--- src/rtl/run_control.sv ---
// ---------------------------------------------------------------------------
// run_control
//
// Front-panel run/stop/step controller that sits directly upstream of
// clock_generator. The RUN, STOP and STEP buttons are synchronised and
// debounced, then merged with the microcode HALT request. The result is a
// registered clock enable that gates processor cycles. The enable is only
// dropped on a processor-cycle boundary (cycle_end), so a processor cycle is
// never cut short. The one exception is reset, which drops it immediately.
//
// Optional feature (compile-time macro RUNCTL_CYCLE_COUNT_EN):
//   When defined, adds a 16-bit wrapping count of processor cycles that
//   completed while the clock enable was asserted.
//
// Parameters
//   DB_W          debounce counter width
//   DEBOUNCE_LEN  consecutive stable cycles needed to accept a button level
//                 change (1 .. 2**DB_W-1)
//
// Ports
//   rawclk       in   master clock (the only clock)
//   reset        in   asynchronous reset, active low
//   fp_run_n     in   RUN button, active low, asynchronous, bouncy
//   fp_stop_n    in   STOP button, active low, asynchronous, bouncy
//   fp_step_n    in   STEP button, active low, asynchronous, bouncy
//   halt_n       in   microcode HALT request, active low, synchronous
//   cycle_end    in   1-cycle pulse on the last rawclk of a processor cycle
//   clken        out  registered clock enable to clock_generator
//   running      out  RUN lamp (state is RUNNING)
//   stopped      out  STOP lamp (state is STOPPED)
//   step_done    out  1-cycle pulse when a single step completes
//   cycle_count  out  [15:0] completed enabled cycles (RUNCTL_CYCLE_COUNT_EN)
// ---------------------------------------------------------------------------
module run_control #(
    parameter int DB_W         = 4,
    parameter int DEBOUNCE_LEN = 8
) (
    input  logic        rawclk,
    input  logic        reset,
    input  logic        fp_run_n,
    input  logic        fp_stop_n,
    input  logic        fp_step_n,
    input  logic        halt_n,
    input  logic        cycle_end,
    output logic        clken,
    output logic        running,
    output logic        stopped,
`ifdef RUNCTL_CYCLE_COUNT_EN
    output logic [15:0] cycle_count,
`endif
    output logic        step_done
);

    typedef enum logic [1:0] {
        ST_STOPPED = 2'd0,
        ST_RUNNING = 2'd1,
        ST_STEP    = 2'd2,
        ST_DRAIN   = 2'd3
    } state_t;

    // Button lane indices inside the packed per-button vectors.
    localparam int BTN_RUN  = 0;
    localparam int BTN_STOP = 1;
    localparam int BTN_STEP = 2;
    localparam int NBTN     = 3;

    // A change is accepted on the cycle the counter would reach DEBOUNCE_LEN,
    // so the comparison is against DEBOUNCE_LEN-1 of the stored value.
    localparam logic [DB_W-1:0] DB_LAST = DB_W'(DEBOUNCE_LEN - 1);

    // -----------------------------------------------------------------------
    // Button conditioning: 2-FF synchroniser, debouncer, press-edge detector
    // -----------------------------------------------------------------------
    logic [NBTN-1:0]           btn_raw_n;
    logic [NBTN-1:0]           sync1_q;
    logic [NBTN-1:0]           sync2_q;
    logic [NBTN-1:0]           deb_d;
    logic [NBTN-1:0]           deb_q;
    logic [NBTN-1:0]           deb_last_q;
    logic [NBTN-1:0][DB_W-1:0] cnt_d;
    logic [NBTN-1:0][DB_W-1:0] cnt_q;
    logic [NBTN-1:0]           press_d;
    logic [NBTN-1:0]           press_q;

    assign btn_raw_n = {fp_step_n, fp_stop_n, fp_run_n};

    always_comb begin
        deb_d = deb_q;
        cnt_d = '0;
        for (int i = 0; i < NBTN; i++) begin
            // Any cycle where the synced level agrees with the accepted level
            // restarts the stability window, so bounces never accumulate.
            if (sync2_q[i] != deb_q[i]) begin
                if (cnt_q[i] == DB_LAST) begin
                    deb_d[i] = ~deb_q[i];
                    cnt_d[i] = '0;
                end else begin
                    cnt_d[i] = cnt_q[i] + 1'b1;
                end
            end
        end
        // Press is the debounced 1->0 transition; holding gives one pulse and
        // a new press needs the release to debounce first.
        press_d = deb_last_q & ~deb_q;
    end

    always_ff @(posedge rawclk or negedge reset) begin
        if (!reset) begin
            sync1_q    <= '1;
            sync2_q    <= '1;
            deb_q      <= '1;
            deb_last_q <= '1;
            cnt_q      <= '0;
            press_q    <= '0;
        end else begin
            sync1_q    <= btn_raw_n;
            sync2_q    <= sync1_q;
            deb_q      <= deb_d;
            deb_last_q <= deb_q;
            cnt_q      <= cnt_d;
            press_q    <= press_d;
        end
    end

    logic run_ev;
    logic stop_ev;
    logic step_ev;
    logic halt_req;

    assign run_ev   = press_q[BTN_RUN];
    assign stop_ev  = press_q[BTN_STOP];
    assign step_ev  = press_q[BTN_STEP];
    assign halt_req = stop_ev | ~halt_n;

    // -----------------------------------------------------------------------
    // Control FSM: state register
    // -----------------------------------------------------------------------
    state_t state_d;
    state_t state_q;
    logic   clken_d;
    logic   clken_q;
    logic   running_d;
    logic   running_q;
    logic   stopped_d;
    logic   stopped_q;
    logic   step_done_d;
    logic   step_done_q;

    always_ff @(posedge rawclk or negedge reset) begin
        if (!reset) begin
            state_q     <= ST_STOPPED;
            clken_q     <= 1'b0;
            running_q   <= 1'b0;
            stopped_q   <= 1'b1;
            step_done_q <= 1'b0;
        end else begin
            state_q     <= state_d;
            clken_q     <= clken_d;
            running_q   <= running_d;
            stopped_q   <= stopped_d;
            step_done_q <= step_done_d;
        end
    end

    // -----------------------------------------------------------------------
    // Control FSM: next-state logic
    // -----------------------------------------------------------------------
    always_comb begin
        state_d = state_q;
        unique case (state_q)
            ST_STOPPED: begin
                // stop > run > step when events coincide.
                if (stop_ev) begin
                    state_d = ST_STOPPED;
                end else if (run_ev) begin
                    state_d = ST_RUNNING;
                end else if (step_ev) begin
                    state_d = ST_STEP;
                end
            end
            ST_RUNNING: begin
                // A stop/halt arriving on the boundary itself skips DRAIN;
                // otherwise finish the current processor cycle first.
                if (halt_req) begin
                    state_d = cycle_end ? ST_STOPPED : ST_DRAIN;
                end
            end
            ST_STEP: begin
                if (cycle_end) begin
                    state_d = ST_STOPPED;
                end else if (run_ev) begin
                    state_d = ST_RUNNING;
                end
            end
            ST_DRAIN: begin
                if (cycle_end) begin
                    state_d = ST_STOPPED;
                end
            end
            default: state_d = ST_STOPPED;
        endcase
    end

    // -----------------------------------------------------------------------
    // Control FSM: output logic (decoded from next state, then registered so
    // clken changes on the same edge as the state)
    // -----------------------------------------------------------------------
    always_comb begin
        clken_d     = (state_d != ST_STOPPED);
        running_d   = (state_d == ST_RUNNING);
        stopped_d   = (state_d == ST_STOPPED);
        // Only a step that completes (not one converted to RUNNING) reports.
        step_done_d = (state_q == ST_STEP) && cycle_end;
    end

    assign clken     = clken_q;
    assign running   = running_q;
    assign stopped   = stopped_q;
    assign step_done = step_done_q;

`ifdef RUNCTL_CYCLE_COUNT_EN
    // -----------------------------------------------------------------------
    // Completed-cycle counter: counts boundaries of enabled processor cycles
    // -----------------------------------------------------------------------
    logic [15:0] cycle_count_d;
    logic [15:0] cycle_count_q;

    always_comb begin
        cycle_count_d = cycle_count_q;
        if (cycle_end && clken_q) begin
            cycle_count_d = cycle_count_q + 16'd1;
        end
    end

    always_ff @(posedge rawclk or negedge reset) begin
        if (!reset) begin
            cycle_count_q <= 16'd0;
        end else begin
            cycle_count_q <= cycle_count_d;
        end
    end

    assign cycle_count = cycle_count_q;
`endif

endmodule

--- config.mk ---
export PLATFORM = sky130hd
export DESIGN_NAME = run_control
export DESIGN_NICKNAME = d
export VERILOG_FILES = /design/src/rtl/run_control.sv
export SDC_FILE = /design/constraint.sdc
export NUM_CORES = 1
export LEC_CHECK = 0
export BUFFER_PORTS_ARGS = -buffer_cell sky130_fd_sc_hd__buf_2
export CAP_MARGIN = 20
export CORE_ASPECT_RATIO = 0.7
export CORE_MARGIN = 8
export CORE_UTILIZATION = 50
export CTS_CLUSTER_SIZE = 14
export DETAILED_ROUTE_END_ITERATION = 12
export PLACE_DENSITY = 0.69
export SYNTH_ARGS = -nofsm -noshare
export SYNTH_HDL_FRONTEND = slang
export SYNTH_SLANG_ARGS = --single-unit
--- constraint.sdc ---
create_clock -name rawclk -period 3.45 [get_ports rawclk]
set_input_delay 0.5175 -clock rawclk [delete_from_list [all_inputs] [get_ports rawclk]]
set_output_delay 0.5175 -clock rawclk [all_outputs]
set_load 0.005 [all_outputs]
==> impl_metrics.json <==
{
  "path_buf_inv": 1,
  "synth_cell_types": 22,
  "area_growth_pct": 11.25,
  "drtPass1Iterations": 4,
  "grt_pass1_vias": 674,
  "io_buffers": 10,
  "antenna_found_initial": 0,
  "track_usage": 0.08704,
  "nets": 117,
  "htreeDepth": 2,
  "grt_pass1_wl_um": 2891,
  "synth-seq-area-share": 0.6644,
  "layout_min_cycle_time_ns": 1.464,
  "gp_congestion": 0.7275,
  "slew_headroom": 0.5516,
  "synthArstFlopShare": 1.000,
  "die_area_um2": 4428,
  "ir_drop_v": 0.0002359,
  "dieWidth_um": 76.18,
  "totalPowerFinal_mw": 1.067,
  "arrival_ns": 0.95,
  "cts_tree": "built",
  "cts_root_buf": "clkbuf_4",
  "vias": 677,
  "finalSetupTns_ns": 0,
  "avgSynthCellArea_um2": 14.08,
  "fmax_ghz": 0.6832,
  "worst_slew_pin_slew_ns": 0.6726,
  "antennaDiodeCount": 0,
  "syn_nets": 100,
  "status": "complete, no violations",
  "cpLargestDelayFamily": "flip-flops",
  "path_cells": "buf_2",
  "critPathKind": "register to output pin",
  "clk_latency_ns": 0.32,
  "yosys_warnings": 0,
  "rows": 15,
  "grt-ovfl-total": 0,
  "setup_viol": 0,
  "yosysTopAreaCellShare": 0.3949,
  "grt_max_degree": 34,
  "period_share": 0.4242,
  "crit_path_top_delay_cell": "dfstp_2",
  "ys_ff_latch": 33,
  "synthCells": 90,
  "viasPerCell": 4.768,
  "ant_nets": 0,
  "hold_buffers": 0,
  "synth_edf_count": 0,
  "yosysMostFrequentCell": "dfrtp_1",
  "cts_resized": 0,
  "cts_num_sinks": 33,
  "synth_area_leaders": "dfrtp_1 (39%), dfstp_2 (27%), o32ai_4 (4.3%)",
  "rsz0062_at_grt": "false",
  "slew_violations": 0,
  "drtIter0Drc": 18,
  "start_kind": "register",
  "drc_errors": 0,
  "start_util": 0.5195,
  "syn_area_um2": 1267,
  "postCtsSetupBuffers": 0,
  "core_um2": 2440,
  "clockBufferDepth": 2,
  "wirelength_um": 1686,
  "leakage_nw": 0.6499,
  "die_y_um": 58.13,
  "layout-drive-gt1-share": 0.3333,
  "synthFlopType": "dfrtp_1",
  "cp_max_fo": 1,
  "hold_violations": 0,
  "finClkSkew_ns": 0.01001,
  "power_density_nw_per_um2": 756.3,
  "hold_class": "primary input to asynchronous set/reset pin",
  "synthTopCellsByCount": "dfrtp_1 (20), dfstp_2 (13), nor2_1 (12), nor2b_1 (6), xnor2_1 (6)",
  "io_pins": 11,
  "wl_per_cell_um": 11.87,
  "clk_transition_reported_paths_ns": 0.09,
  "drv_cap": 0,
  "cts_buffers": 5,
  "cp_data_required_time_ns": 2.93,
  "r2r_slack_ns": 2.16,
  "dpl.hpwl_um": 1220,
  "cp-end-kind": "output pin",
  "cpPeakStageDelay_ns": 0.53,
  "synth_largest_area_cell": "dfrtp_1"
}
## metrics by stage
stage          std cells  utilization  setup WS, ns  area [um^2]  hold slack, ns
3_3_place_gp         134       0.5574         2.054         1360          0.3474
2_1_floorplan         90            -         2.180         1267          0.2219
6_report             142       0.5779         1.986         1410          0.2229
5_1_grt              142       0.5779         1.934         1410          0.2551
4_1_cts              142       0.5779         1.955         1410          0.2237
3_5_place_dp         134       0.5574         2.041         1360          0.3482
## logic make-up (layout without fill, tap and decap cells)
kind of cell    count (synthesis)  count (layout)  share of synthesized area
mux                             7               7                    0.05824
flops                          33              33                     0.6644
simple gates                   37              37                     0.1560
compound gates                  3               3                    0.04738
fa+ha+maj                       3               3                    0.02962
buf+inv                         1              19                   0.002959
xor+xnor                        6               6                    0.04146
## final timing paths
path / from / cells past startpoint / end
worst min-delay path: reset / 1 / cnt_q[1]$_DFF_PN0_
min in group rawclk: fp_stop_n / 1 / sync1_q[1]$_DFF_PN1_
worst min register to register: sync1_q[1]$_DFF_PN1_ / 0 / sync2_q[1]$_DFF_PN1_
worst max register to register: state_q[0]$_DFF_PN0_ / 3 / clken$_DFF_PN0_
max in group asynchronous: reset / 1 / cnt_q[8]$_DFF_PN0_
worst max-delay path: stopped$_DFF_PN1_ / 1 / stopped
## cells in the final DEF, fill, tap and decap left out, types with 2 or more instances in the layout
cell,instances
dfrtp_1,20
ha_1,3
nand2_1,3
nand3_1,3
mux2_2,3
clkbuf_4,5
nor2_1,12
o32ai_4,2
buf_2,10
clkbuf_1,2
dfstp_2,13
xnor2_1,6
nor3_1,4
mux2i_1,4
and2b_1,2
nor2b_1,6
## sequential cells by signal, summed over array words and instances, names as in the netlist, 2 cells and up
register	flops
cnt_q	12
deb_last_q	3
deb_q	3
press_q	3
state_q	2
sync1_q	3
sync2_q	3
## area by class of cell
type / count / area [um^2]
Clock buffer: 7 / 45.04
Clock inverter: 1 / 5.005
Fill cell: 212 / 1030
Inverter: 1 / 3.754
Multi-Input combinational cell: 56 / 421.7
Sequential cell: 33 / 842.1
Tap cell: 34 / 42.54
Timing Repair Buffer: 10 / 50.05
## worst register-to-register path, cell delays in order, from the launching register on
cell and delay, ns:
dfrtp_1 0.45, mux2i_1 0.30, o32ai_4 0.12, or3_1 0.31
## report_power, final
group | switching (mW) | total (mW) | leakage, nW | internal, mW
Combinational | 0.116 | 0.259 | 0.218 | 0.143
Clock | 0.119 | 0.198 | 0.0293 | 0.0793
Sequential | 0.0800 | 0.609 | 0.402 | 0.529
Total | 0.315 | 1.07 | 0.650 | 0.752
## metal layers
metal,share of wire,global-route usage,vias to the layer above
li1,-,-,336
met1,0.46,0.09082,323
met2,0.44,0.1290,12
met3,0.062,0.05556,6
met4,0.029,0.05722,0
met5,0,0,-
(Power assumes the default switching activity.)
